==> config.mk <==
export PLATFORM = sky130hd
export DESIGN_NAME = clk_div_prog
export DESIGN_NICKNAME = d
export VERILOG_FILES = /design/src/rtl/clk_div_pkg.sv /design/src/rtl/clk_div_cnt.sv /design/src/rtl/clk_div_prog.sv
export SDC_FILE = /design/constraint.sdc
export NUM_CORES = 1
export LEC_CHECK = 0
export CAP_MARGIN = 0
export CORE_MARGIN = 5
export CORE_UTILIZATION = 29
export CTS_BUF_LIST = sky130_fd_sc_hd__clkbuf_4 sky130_fd_sc_hd__clkbuf_8
export DETAILED_ROUTE_END_ITERATION = 8
export PLACE_DENSITY = 0.54
export SKIP_CTS_REPAIR_TIMING = 1
export SLEW_MARGIN = 30
export SYNTH_ARGS = -nofsm -noshare
export SYNTH_HDL_FRONTEND = slang
export SYNTH_SLANG_ARGS = --single-unit
export TNS_END_PERCENT = 30
==> constraint.sdc <==
create_clock -name i_SRC_CLK -period 2.3 [get_ports i_SRC_CLK]
set_input_delay 0.345 -clock i_SRC_CLK [delete_from_list [all_inputs] [get_ports i_SRC_CLK]]
set_output_delay 0.345 -clock i_SRC_CLK [all_outputs]
set_load 0.05 [all_outputs]
==> src/rtl/clk_div_pkg.sv <==
// Shared types and helpers for the programmable clock divider (clk_div_prog).
package clk_div_pkg;

  localparam int DIV_W_DFLT = 8;

  typedef enum logic [1:0] {
    ST_RUN  = 2'd0,
    ST_PEND = 2'd1,
    ST_BYP  = 2'd2
  } state_e;

  // Counter values strictly below this threshold drive the high phase.
  function automatic int unsigned duty_thresh(input int unsigned div);
    return div >> 1;
  endfunction

endpackage

==> src/rtl/clk_div_cnt.sv <==
// Period counter for clk_div_prog: counts 0..cur_div-1 and flags the wrap
// (period boundary) and high-phase cycles.
module clk_div_cnt
  import clk_div_pkg::*;
#(
  parameter int DIV_W = DIV_W_DFLT
) (
  input  logic             clk,
  input  logic             rst,
  input  logic             clr,
  input  logic [DIV_W-1:0] cur_div,
  output logic             wrap,
  output logic             high
);

  logic [DIV_W-1:0] cnt_q;
  logic [DIV_W-1:0] cnt_d;

  always_comb begin
    wrap  = (cnt_q == cur_div - DIV_W'(1));
    high  = (32'(cnt_q) < duty_thresh(32'(cur_div)));
    cnt_d = (clr || wrap) ? '0 : cnt_q + DIV_W'(1);
  end

  // NOTE: sequential state uses non-blocking assignments so every flop samples pre-edge values.
  always_ff @(posedge clk) begin
    if (rst) begin
      cnt_q <= '0;
    end else begin
      cnt_q <= cnt_d;
    end
  end

endmodule

==> src/rtl/clk_div_prog.sv <==
// Programmable integer clock divider with req/ack divisor updates and bypass.
// Optional macro CLK_DIV_CUR_OUT_EN adds the o_CUR_DIV port (registered divisor).
module clk_div_prog
  import clk_div_pkg::*;
#(
  parameter int DIV_W       = DIV_W_DFLT,
  parameter int DEFAULT_DIV = 2
) (
  input  logic             i_SRC_CLK,
  input  logic             i_RESET,
  input  logic             i_DIV_REQ,
  input  logic [DIV_W-1:0] i_DIV_VAL,
  output logic             o_DIV_ACK,
  output logic             o_DIV_ERR,
  input  logic             i_BYPASS,
  output logic             o_BYP_ACT,
  output logic             o_CLK_DIV,
  output logic             o_CLK_EN
`ifdef CLK_DIV_CUR_OUT_EN
  ,
  output logic [DIV_W-1:0] o_CUR_DIV
`endif
);

  state_e           state_q, state_d;
  logic [DIV_W-1:0] cur_div_q, cur_div_d;
  logic [DIV_W-1:0] pend_div_q, pend_div_d;
  logic             req_prev_q, req_prev_d;
  logic             div_ack_q, div_ack_d;
  logic             div_err_q, div_err_d;
  logic             byp_act_q, byp_act_d;
  logic             clk_div_q, clk_div_d;
  logic             clk_en_q, clk_en_d;

  logic             cnt_clr;
  logic             wrap;
  logic             high;
  logic             req_rise;
  logic             req_zero;
  logic             boundary;

  clk_div_cnt #(
    .DIV_W (DIV_W)
  ) u_cnt (
    .clk     (i_SRC_CLK),
    .rst     (i_RESET),
    .clr     (cnt_clr),
    .cur_div (cur_div_q),
    .wrap    (wrap),
    .high    (high)
  );

  always_comb begin
    // NOTE: every signal gets a default before the case so no path leaves one unassigned and infers a latch.
    state_d    = state_q;
    cur_div_d  = cur_div_q;
    pend_div_d = pend_div_q;
    div_ack_d  = 1'b0;
    div_err_d  = 1'b0;
    cnt_clr    = 1'b0;
    req_prev_d = i_DIV_REQ;

    req_rise = i_DIV_REQ & ~req_prev_q;
    req_zero = (i_DIV_VAL == '0);
    boundary = wrap & (state_q != ST_BYP);

    unique case (state_q)
      ST_RUN: begin
        if (req_rise && req_zero) begin
          div_ack_d = 1'b1;
          div_err_d = 1'b1;
        end
        // A request landing on the boundary cycle is applied at this boundary.
        if (boundary) begin
          if (req_rise && !req_zero) begin
            cur_div_d = i_DIV_VAL;
            div_ack_d = 1'b1;
            cnt_clr   = 1'b1;
          end
          if (i_BYPASS) begin
            state_d = ST_BYP;
          end
        end else if (req_rise && !req_zero) begin
          pend_div_d = i_DIV_VAL;
          state_d    = ST_PEND;
        end
      end

      ST_PEND: begin
        if (boundary) begin
          cur_div_d  = pend_div_q;
          pend_div_d = '0;
          div_ack_d  = 1'b1;
          cnt_clr    = 1'b1;
          state_d    = i_BYPASS ? ST_BYP : ST_RUN;
        end
      end

      ST_BYP: begin
        cnt_clr = 1'b1;
        if (req_rise) begin
          div_ack_d = 1'b1;
          div_err_d = req_zero;
          if (!req_zero) begin
            cur_div_d = i_DIV_VAL;
          end
        end
        if (!i_BYPASS) begin
          state_d = ST_RUN;
        end
      end

      default: begin
        state_d = ST_RUN;
      end
    endcase

    clk_en_d  = boundary | (state_q == ST_BYP);
    clk_div_d = high & (state_q != ST_BYP);
    byp_act_d = (state_d == ST_BYP);
  end

  always_ff @(posedge i_SRC_CLK) begin
    if (i_RESET) begin
      state_q    <= ST_RUN;
      cur_div_q  <= DIV_W'(DEFAULT_DIV);
      pend_div_q <= '0;
      div_ack_q  <= 1'b0;
      div_err_q  <= 1'b0;
      byp_act_q  <= 1'b0;
      clk_div_q  <= 1'b0;
      clk_en_q   <= 1'b0;
    end else begin
      state_q    <= state_d;
      cur_div_q  <= cur_div_d;
      pend_div_q <= pend_div_d;
      div_ack_q  <= div_ack_d;
      div_err_q  <= div_err_d;
      byp_act_q  <= byp_act_d;
      clk_div_q  <= clk_div_d;
      clk_en_q   <= clk_en_d;
    end
    // Tracks the request line through reset so a request held across reset is not seen as new.
    req_prev_q <= req_prev_d;
  end

  assign o_DIV_ACK = div_ack_q;
  assign o_DIV_ERR = div_err_q;
  assign o_BYP_ACT = byp_act_q;
  assign o_CLK_DIV = clk_div_q;
  assign o_CLK_EN  = clk_en_q;

`ifdef CLK_DIV_CUR_OUT_EN
  assign o_CUR_DIV = cur_div_q;
`endif

endmodule

; ---- After elaboration in Yosys (flattened, before gate mapping)
; Index checks and enable logic that the tools add are counted.
[totals]
output_inout_bits = 5
elab_cells = 67
in_bits = 12
ff_bits = 32
[op_classes]
magnitude_cmp = 1
n_reduce_logical = 11
n_addsub = 2
eq_ne = 11
n_bitwise = 5
mux = 27
[op_table]
columns = op, n
row1 = $mux 8, 7
row2 = $pmux 8 s3, 1
row3 = $pmux 8 s2, 1
row4 = $ne 2x2->1 const B, 7
row5 = $mux 2, 6
row6 = $add 8x1->8 const B, 1
row7 = $eq 8x8->1, 1
row8 = $logic_not 8->1, 1
row9 = $lt 8x7->1, 1
row10 = $mux 1, 8
row11 = $sub 8x1->8 const B, 1
row12 = $pmux 1 s3, 2
row13 = $pmux 2 s3, 1
row14 = $reduce_and 6->1, 1
row15 = $eq 2x2->1 const B, 2
row16 = $reduce_and 4->1, 1
row17 = $and 1x1->1, 3
row18 = $reduce_bool 3->1, 1
row19 = $eq 2x1->1 const B, 1
row20 = $logic_and 1x1->1, 2
row21 = $logic_not 2->1, 1
row22 = $pmux 1 s2, 1
row23 = $reduce_bool 2->1, 1
row24 = $reduce_or 2->1, 1
row25 = 4 further kinds, 4

; ---- Longest topological paths before layout
; Gate-level depths: netlist of the first run.
[logic_depth]
ltp_word = 8
mapped_depth = 9
mapped_depth_nobuf = 8

; ---- Hierarchy
; Synthesis of the first run repeated with hierarchy kept, for this count alone.
[hier_totals]
hier_cells = 186
hier_area_um2 = 1746.7
[by_module_without_submodules]
columns = mod, area_per_inst_um2, n_inst, seq_area_each_um2, cells_per_inst
row1 = clk_div_prog, 1004.7, 1, 480.5, 100
row2 = clk_div_cnt, 742.0, 1, 160.2, 86

; ---- Worst setup path after synthesis of the first run
; Ideal clock, no wire load.
[synth_path]
path_kind = register to register
start = register cur_div_q[0]
end = register pend_div_q[0]
setup_time_ns = 0.131
synth_period_minus_slack_ns = 1.991
t_required_ns = 2.169
n_path_buf = 1
arrival_time_ns = 1.860
stages_incl_launch_ff = 10
setup_slack_ns = 0.309
cell_sequence = dfxtp_1 > inv_1 > ha_1 > and2_1 > o21a_1 > o31ai_2 > o211ai_1 > buf_6 > a41oi_1 > o21ai_1
[synth_between]
elab_chain_len = 5
word_cells_on_any_way = 6
classes_between = add/sub: 1 / eq/ne: 3 / bitwise: 1 / reduce/logical: 1
[synth_lines]
columns = item, line
row1 = "start, declared", clk_div_prog.sv:26  ; logic [DIV_W-1:0] cur_div_q, cur_div_d;
row2 = "start signal, assigned", clk_div_prog.sv:126  ; cur_div_q <= DIV_W'(DEFAULT_DIV);
row3 = "start signal, assigned", clk_div_prog.sv:135  ; cur_div_q <= cur_div_d;
row4 = $sub 8x1->8 *, clk_div_cnt.sv:20  ; wrap = (cnt_q == cur_div - DIV_W'(1));
row5 = $eq 8x8->1 *, clk_div_cnt.sv:20
row6 = $and 1x1->1 *, clk_div_prog.sv:65  ; boundary = wrap & (state_q != ST_BYP);
row7 = $ne 2x2->1 (no line), -
row8 = $reduce_and 4->1 (no line) *, -
row9 = "end signal, assigned", clk_div_prog.sv:136  ; pend_div_q <= pend_div_d;
row10 = "end, declared", clk_div_prog.sv:27  ; logic [DIV_W-1:0] pend_div_q, pend_div_d;
; Mark *: on every way between the ends. The rest lies on a longest branch, timed or not.
; A chain may end at the register's enable or synchronous reset.

; ---- Worst setup path in the final report of the first run
[layout_path]
start = register cur_div_q[0]
end = register pend_div_q[1]
; The elaborated chain is that of the path after synthesis.

==> results of run 1 <==
[state kept, by name, summed over array words and instances (netlist names)]
signal       flops
cur_div_q        8
pend_div_q       8
u_cnt.cnt_q      8
state_q          2
o_BYP_ACT        1
o_CLK_DIV        1
o_CLK_EN         1
o_DIV_ACK        1
o_DIV_ERR        1
req_prev_q       1
[cells in the mapped netlist, types with 3 or more instances]
cell / instances / area share, %
a21o_1: 5 / 1.9
xnor2_1: 7 / 3.2
and3b_1: 3 / 1.4
a41oi_1: 8 / 3.6
nand2b_1: 3 / 0.97
inv_1: 10 / 1.9
nor2_2: 7 / 2.3
nor4_1: 4 / 1.3
xor2_1: 7 / 3.2
nor2_1: 14 / 2.7
nand3_1: 5 / 1.3
clkbuf_1: 5 / 0.97
a311oi_1: 7 / 3.2
ha_1: 8 / 5.2
and3_1: 3 / 0.97
dfxtp_1: 32 / 33
nand3b_1: 8 / 3.1
mux2i_1: 8 / 4.2
o21a_1: 8 / 3.1
nor3_1: 3 / 0.78
nand2_1: 16 / 3.1
o21ai_1: 8 / 2.1
[cell usage in the layout, fill, tap and decap left out, types with 7 or more instances in the layout]
cell type         n
dfxtp_1          32
buf_4            27
clkdlybuf4s50_1  16
nand2_1          15
nor2_1           14
inv_1            10
o21a_1            8
mux2i_1           8
o21ai_1           8
nand3b_1          8
a41oi_1           8
ha_1              8
xor2_1            7
xnor2_1           7
a311oi_1          7
nor2_2            7
[per-layer routing]
layer | wire [microns] | track usage [%] | part of all wire [%] | vias up
li1 | - | - | - | 869
met1 | 2263 | 15.94 | 47 | 788
met2 | 2336 | 20.39 | 49 | 29
met3 | 156 | 2.727 | 3.2 | 5
met4 | 47 | 3.769 | 0.98 | 0
met5 | 0 | 0 | 0 | -
[through the flow]
stage	utilization (%)	setup slack, ns	hold WS (ns)
2_1_floorplan	-	0.3092	0.3727
3_3_place_gp	36.65	-0.1582	0.4799
3_5_place_dp	36.65	-0.2007	0.4876
4_1_cts	37.91	0.09896	0.4994
5_1_grt	38.20	-0.02942	0.5300
6_report	38.20	0.1432	0.5077
[worst min path at each step]
stage | startpoint | end | slack [ns] | cells after the start
finish | pend_div_q[6]$_SDFFE_PP0P_ | pend_div_q[6]$_SDFFE_PP0P_ | 0.51 | 2
global route | pend_div_q[2]$_SDFFE_PP0P_ | pend_div_q[2]$_SDFFE_PP0P_ | 0.53 | 2
detailed placement | pend_div_q[6]$_SDFFE_PP0P_ | pend_div_q[6]$_SDFFE_PP0P_ | 0.49 | 2
CTS | pend_div_q[6]$_SDFFE_PP0P_ | pend_div_q[6]$_SDFFE_PP0P_ | 0.50 | 2
floorplan | i_DIV_REQ | req_prev_q$_DFF_P_ | 0.37 | 0
global placement | pend_div_q[7]$_SDFFE_PP0P_ | pend_div_q[7]$_SDFFE_PP0P_ | 0.48 | 2
[area by class of cell]
type,count,area (sq um)
timing repair buffer,44,382.9
sequential,32,640.6
fill,636,3969
clock inverter,1,5.005
inverter,10,37.54
tap,77,96.34
multi-input combinational,162,1215
clock buffer,6,76.32
[cells by family after synthesis]
kind of cell	synth area share, %
and+or+nand+nor	23.95
AOI/OAI and AO/OA	22.78
DFF	33.22
buffers and inverters	4.348
xor gates and xnor gates	6.360
muxes	4.153
adders and majority gates	5.192
[worst max-delay path: cells and delay by family, from the launching register on]
family	cells	cell delay, ns
buffers and inverters	4	0.53
and+or+nand+nor	3	0.49
DFF	1	0.33
AOI/OAI and AO/OA	2	0.31
adders and majority gates	1	0.31
xor gates and xnor gates	1	0.13
[power by group]
group | total (W) | internal, W | switching, W | leakage (nW)
registers | 0.000878 | 0.000715 | 0.000164 | 0.261
clock network | 0.000411 | 0.000217 | 0.000194 | 0.0445
logic | 0.00216 | 0.000977 | 0.00118 | 0.694
total | 0.00345 | 0.00191 | 0.00154 | 0.999
==> results by group, run 1 <==
Setup path
  – Worst Setup Path Type: flip-flop to flip-flop
  – R2R cell count: 11
  – Most frequent CP cell: buf_4
  – Crit-path cells: inv_1, ha_1, xor2_1, nand2_1, nor4b_4, buf_4, o211a_1, buf_4, nor2_1, buf_4, o21ai_1
  – R2R Setup Slk: ~0.14 ns
  – Worst Setup EP: pend_div_q[1]$_SDFFE_PP0P_
  – Worst Setup SP: cur_div_q[0]$_SDFFE_PP0P_
  – Setup crit start kind: flip-flop
  – R2r endpoint: pend_div_q[1]$_SDFFE_PP0P_
  – CP Capture Type: flip-flop
  – Reg2reg start: cur_div_q[0]$_SDFFE_PP0P_
  – Worst-path fanout max: 8
  – CP max stage cell: nor4b_4
  – CP Data Required Time: approximately 2.5 ns
  – Crit-path max cell delay: 0.35 ns
  – Signal arrival time at the worst endpoint: around 2.4 ns

STA
  – Max-slew violations: 0
  – Fin crit period: between 2 and 2.5 ns
  – Setup-failing EPs final: 0
  – Clk_skew: about 0.010 ns
  – Worst-Margin Slew: about 0.58 ns
  – Setup TNS: 0 ns
  – Max Clk Rate: 463.7 MHz
  – Final period util: 93.77%
  – Final Hold Fails: 0
  – Unrepaired setup endpoints after global routing: yes
  – Slew HR: between 60 and 70%

Cells and area
  – Antenna Diode Count: 0
  – Area Growth Syn to Fin: 27.25%
  – Fin nets: about 280
  – Post-layout instance area: ~0.0025 sq mm
  – Share of cells above drive strength 1: between 20% and 30%
  – Finished Layout Cells: ~330

Synth
  – Yosys cell types: 48
  – Synth async-reset ratio: 0%
  – Post-synthesis sequential area ratio: between 30% and 40%
  – Post-Syn Area: around 0.0019 sq mm
  – Yosys Warn Count: 0
  – Flop and latch count out of synthesis: 32
  – Syn Area/Cell: approximately 9 sq um
  – EDFF count, synth: 0
  – Post-synthesis net count: 232
  – Most used DFF post-synth: dfxtp_1
  – Cells after Synth: about 210

Power and ir drop
  – Leakage: between 0.9 and 1 nW
  – Total power draw: 0.003448 W
  – Largest vdd supply drop: about 0.38 mV
  – Cell Pwr Density: roughly 1400 mW/mm^2

CTS
  – Cts bufs inserted: 5
  – CTS HTree Levels: 2
  – Worst-Skew Late Latency: around 0.28 ns
  – CTS tree: built
  – CTS Root Cell: clkbuf_8
  – CTS Buffer Depth: 2
  – Number of clock sinks: 32
  – Reg clk slew, reported paths: 0.07 ns

Detailed routing
  – Post-DRT Antenna Nets: 0
  – # DRC: 0
  – Pre-antenna DRT Iters: 4
  – Vias post-DR: 1691
  – Post-Route WL: roughly 4.8 mm
  – Vias per inst: roughly 5.1
  – Per-cell routed wire length: 14.47 microns
  – DR iter-0 viols: 80

Min path
  – Path type of the worst min-delay path: flip-flop to flip-flop

Placement
  – Placed Area: approximately 0.0024 sq mm
  – Dpl hpwl: 3.604 mm
  – Placed Cells: approximately 320
  – IO buf count: 16
  – Final RePlAce weighted congestion: around 0.78

Global route
  – Largest net degree at the start of global routing: 28
  – First-pass GRT wire length: approximately 8.4 mm
  – GR Util All Layers: between 10% and 20%
  – Vias in the first global route: roughly 1700
  – Antenna violations before repair: 0
  – Global route overflow: 0

Die
  – Die W: roughly 90 microns
  – Core region area: approximately 0.0064 sq mm
  – Initial Utilization: 30.02%
  – # rows: 29
  – I/O Pins: 17
  – Die height: around 90 microns
  – Die area: approximately 0.0084 sq mm

Run
  – Maximum capacitance violations: 0

Outcome
  – Outcome: completed
Note: power is estimated with default switching activity, not from simulation.
==> run 2: changes to the inputs <==
Settings changed: ABC_AREA from default to 1, GPL_ROUTABILITY_DRIVEN from default to 0, SYNTH_HIERARCHICAL from default to 1.
==> run 2 against run 1 <==
  * Cell count is 20% higher
  * Register-to-register slack better by 0.06 ns
  * Die area is 1.4% higher
  * Total power is 3.8% higher
  * Core utilization is 1.6 points lower
  * Clock power is 35% higher
  * First-iteration DRC count is 61% lower
  * Global-route usage is 1.9 points lower
==> results by group, run 2 <==
Power and ir drop
  – Leakage: 1.105 nW (was 0.9989 nW)
  – Largest vdd supply drop: 0.6721 mV (was 0.3776 mV)
  – Cell Pwr Density: 1464 mW/mm^2 (was 1405 mW/mm^2)

Synth
  – Post-synthesis net count: 305 (was 232)
  – Most used DFF post-synth: dfxtp_1 (unchanged)
  – Yosys Warn Count: 6 (was 0)
  – Yosys cell types: 28 (was 48)
  – Yosys top cell area share: 32.69% (was 33.23%)
  – Syn Area/Cell: 6.875 sq um (was 9.095 sq um)
  – Flop and latch count out of synthesis: 32 (unchanged)
  – Area leader, netlist: dfxtp_1 (unchanged)
  – Synth top area cells: dfxtp_1, nand2_1, nor2_1 (was dfxtp_1, ha_1, mux2i_1)
  – Cells after Synth: 285 (was 212)
  – Post-synthesis sequential area ratio: 32.69% (was 33.23%)
  – Post-Syn Area: 0.001959 sq mm (was 0.001928 sq mm)
  – EDFF count, synth: 0 (unchanged)
  – Synth async-reset ratio: 0% (unchanged)
  – Most frequent cell after synthesis: nand2_1 (was dfxtp_1)
  – Synth top cells by count: nand2_1, nor2_1, dfxtp_1 (was dfxtp_1, nand2_1, nor2_1)

STA
  – Setup-failing EPs final: 0 (unchanged)
  – Final Hold Fails: 0 (unchanged)
  – Setup WS post-layout: 0.2048 ns (was 0.1432 ns)
  – Max-slew violations: 0 (unchanged)
  – Slew HR: 66.97% (was 61.39%)
  – Final period util: 91.09% (was 93.77%)
  – Max Clk Rate: 477.3 MHz (was 463.7 MHz)
  – Fin crit period: 2.095 ns (was 2.157 ns)
  – Clk_skew: 0.01201 ns (was 0.01003 ns)
  – Setup TNS: 0 ns (unchanged)
  – Worst-Margin Slew: 0.4939 ns (was 0.5757 ns)
  – Unrepaired setup endpoints after global routing: no (was yes)
  – Fin Hold WS: 0.4967 ns (was 0.5077 ns)

Cells and area
  – Share of cells above drive strength 1: 23.58% (was 22.75%)
  – Largest regs: cur_div_q: 8 flops, pend_div_q: 8 flops, u_cnt/cnt_q: 8 flops (was cur_div_q: 8 flops, pend_div_q: 8 flops, u_cnt.cnt_q: 8 flops)
  – Leading cell type in the layout, fill and taps excluded: nand2_1 (was dfxtp_1)
  – Final core occ: 36.59% (was 38.20%)
  – Antenna Diode Count: 0 (unchanged)
  – Area Growth Syn to Fin: 24.78% (was 27.25%)
  – Fin nets: 337 (was 275)
  – Commonest non-fill, non-tap cells in the layout: nand2_1, nor2_1, dfxtp_1 (was dfxtp_1, buf_4, clkdlybuf4s50_1)

Setup path
  – CP Capture Type: flip-flop (unchanged)
  – Worst Setup Path Type: flip-flop to flip-flop (unchanged)
  – Most frequent CP cell: nor2_2 (was buf_4)
  – Worst-path fanout max: 5 (was 8)
  – Setup crit start kind: flip-flop (unchanged)
  – Signal arrival time at the worst endpoint: 2.28 ns (was 2.37 ns)
  – Crit-path cells: inv_2, ha_4, nand2_2, inv_2, nor2_2, nand2_1, nor2_2, nand2_1, nor2_2, nand3_2, inv_2, inv_4, a22oi_2, buf_6, nand3_2, nand2_1, nor2_2 (was inv_1, ha_1, xor2_1, nand2_1, nor4b_4, buf_4, o211a_1, buf_4, nor2_1, buf_4, o21ai_1)
  – CP Data Required Time: 2.49 ns (was 2.51 ns)
  – CP max stage cell: dfxtp_2 (was nor4b_4)
  – Crit-path max cell delay: 0.34 ns (was 0.35 ns)

Die
  – Die area: 0.008500 sq mm (was 0.008380 sq mm)
  – Initial Utilization: 29.33% (was 30.02%)
  – # rows: 30 (was 29)
  – I/O Pins: 17 (unchanged)
  – Core region area: 0.006681 sq mm (was 0.006422 sq mm)
  – Die W: 92.20 microns (was 91.54 microns)
  – Die height: 92.20 microns (was 91.54 microns)

Detailed routing
  – DR iter-0 viols: 31 (was 80)
  – # DRC: 0 (unchanged)
  – Post-Route WL: 4.195 mm (was 4.804 mm)
  – Post-DRT Antenna Nets: 0 (unchanged)
  – Pre-antenna DRT Iters: 4 (unchanged)
  – Per-cell routed wire length: 10.54 microns (was 14.47 microns)
  – Vias post-DR: 1767 (was 1691)
  – Vias per inst: 4.440 (was 5.093)

Placement
  – IO buf count: 16 (unchanged)
  – Dpl ws: 0.03916 ns (was -0.2007 ns)
  – Dpl hpwl: 3.279 mm (was 3.604 mm)

CTS
  – Cts bufs inserted: 5 (unchanged)
  – Worst-Skew Late Latency: 0.29 ns (was 0.28 ns)
  – Number of clock sinks: 32 (unchanged)
  – Reg clk slew, reported paths: 0.08 ns (was 0.07 ns)
  – CTS HTree Levels: 2 (unchanged)
  – CTS Buffer Depth: 2 (unchanged)
  – CTS tree: built (unchanged)
  – CTS Root Cell: clkbuf_8 (unchanged)

Global route
  – Largest net degree at the start of global routing: 18 (was 28)
  – Antenna violations before repair: 0 (unchanged)
  – Global route overflow: 0 (unchanged)
  – First-pass GRT wire length: 7.251 mm (was 8.404 mm)
  – GR Util All Layers: 10.46% (was 12.33%)
  – Vias in the first global route: 1665 (was 1703)

Outcome
  – Outcome: completed (unchanged)

Run
  – Maximum capacitance violations: 0 (unchanged)

Min path
  – Path type of the worst min-delay path: flip-flop to flip-flop (unchanged)
## run 2: changes by cell type in the layout (fill, tap and decap cells not counted), moves of 10 or more
cell     before  now
a21oi_1       2   12
nand2_1      15   70
nor2_1       14   38
nand3_1       5   22
inv_1        10   26
buf_4        27   13
## run 2: path summary, 6_finish.rpt
check | cells after the start | slack, ns | start | end
max | 17 | 0.20 | cur_div_q[1]$_SDFFE_PP1P_ | pend_div_q[5]$_SDFFE_PP0P_
min | 2 | 0.50 | pend_div_q[5]$_SDFFE_PP0P_ | pend_div_q[5]$_SDFFE_PP0P_
max reg2reg | 17 | 0.20 | cur_div_q[1]$_SDFFE_PP1P_ | pend_div_q[5]$_SDFFE_PP0P_
min reg2reg | 2 | 0.50 | pend_div_q[5]$_SDFFE_PP0P_ | pend_div_q[5]$_SDFFE_PP0P_
## run 2: kinds of logic (layout without fill, tap and decap cells)
kind of cell	count (synthesis)	after routing	share of synthesized area, %
buffers and inverters	41	74	9.323
and+or+nand+nor	170	170	40.74
DFF	32	32	32.69
xor gates and xnor gates	9	9	4.023
AOI/OAI and AO/OA	25	25	8.109
adders and majority gates	8	8	5.109
## run 2: power by group
| group | internal, W | switching (W) |
|---|---|---|
| clock network | 0.000326 | 0.000227 |
| logic | 0.000896 | 0.00125 |
| registers | 0.000734 | 0.000150 |
## run 2: per-stage QoR
stage	instance area, sq um	total power (W)	instances
after floorplan	1959	0.002397	285
after global placement	2258	0.002843	387
after detailed placement	2258	0.002857	387
after CTS	2374	0.003431	395
after global routing	2445	0.003939	398
final	2445	0.003580	398
## run 2: cell type report
| type | count | area (sq um) |
|---|---|---|
| Fill cell | 733 | 4237 |
| Clock inverter | 3 | 46.29 |
| Multi-Input combinational cell | 212 | 1172 |
| Sequential cell | 32 | 643.1 |
| Timing Repair Buffer | 31 | 280.3 |
| Tap cell | 80 | 100.1 |
| Clock buffer | 5 | 68.82 |
| Inverter | 35 | 133.9 |
## run 2: critical path, delay by kind of cell, from the launching register on
family,cells,cell delay (ns)
AOI/OAI and AO/OA,1,0.26
adders and majority gates,1,0.23
buffers and inverters,5,0.41
DFF,1,0.34
and+or+nand+nor,10,0.73
## run 2: layer usage
layer  GRT usage (%)  wire length [microns]  part of all wire [%]  up-vias
met3           2.953                    161                   3.8        3
met4           3.094                     15                  0.36        0
met2           16.67                   1890                    45       25
met1           13.71                   2127                    51      782
li1                -                      -                     -      957
met5               0                      0                     0        -
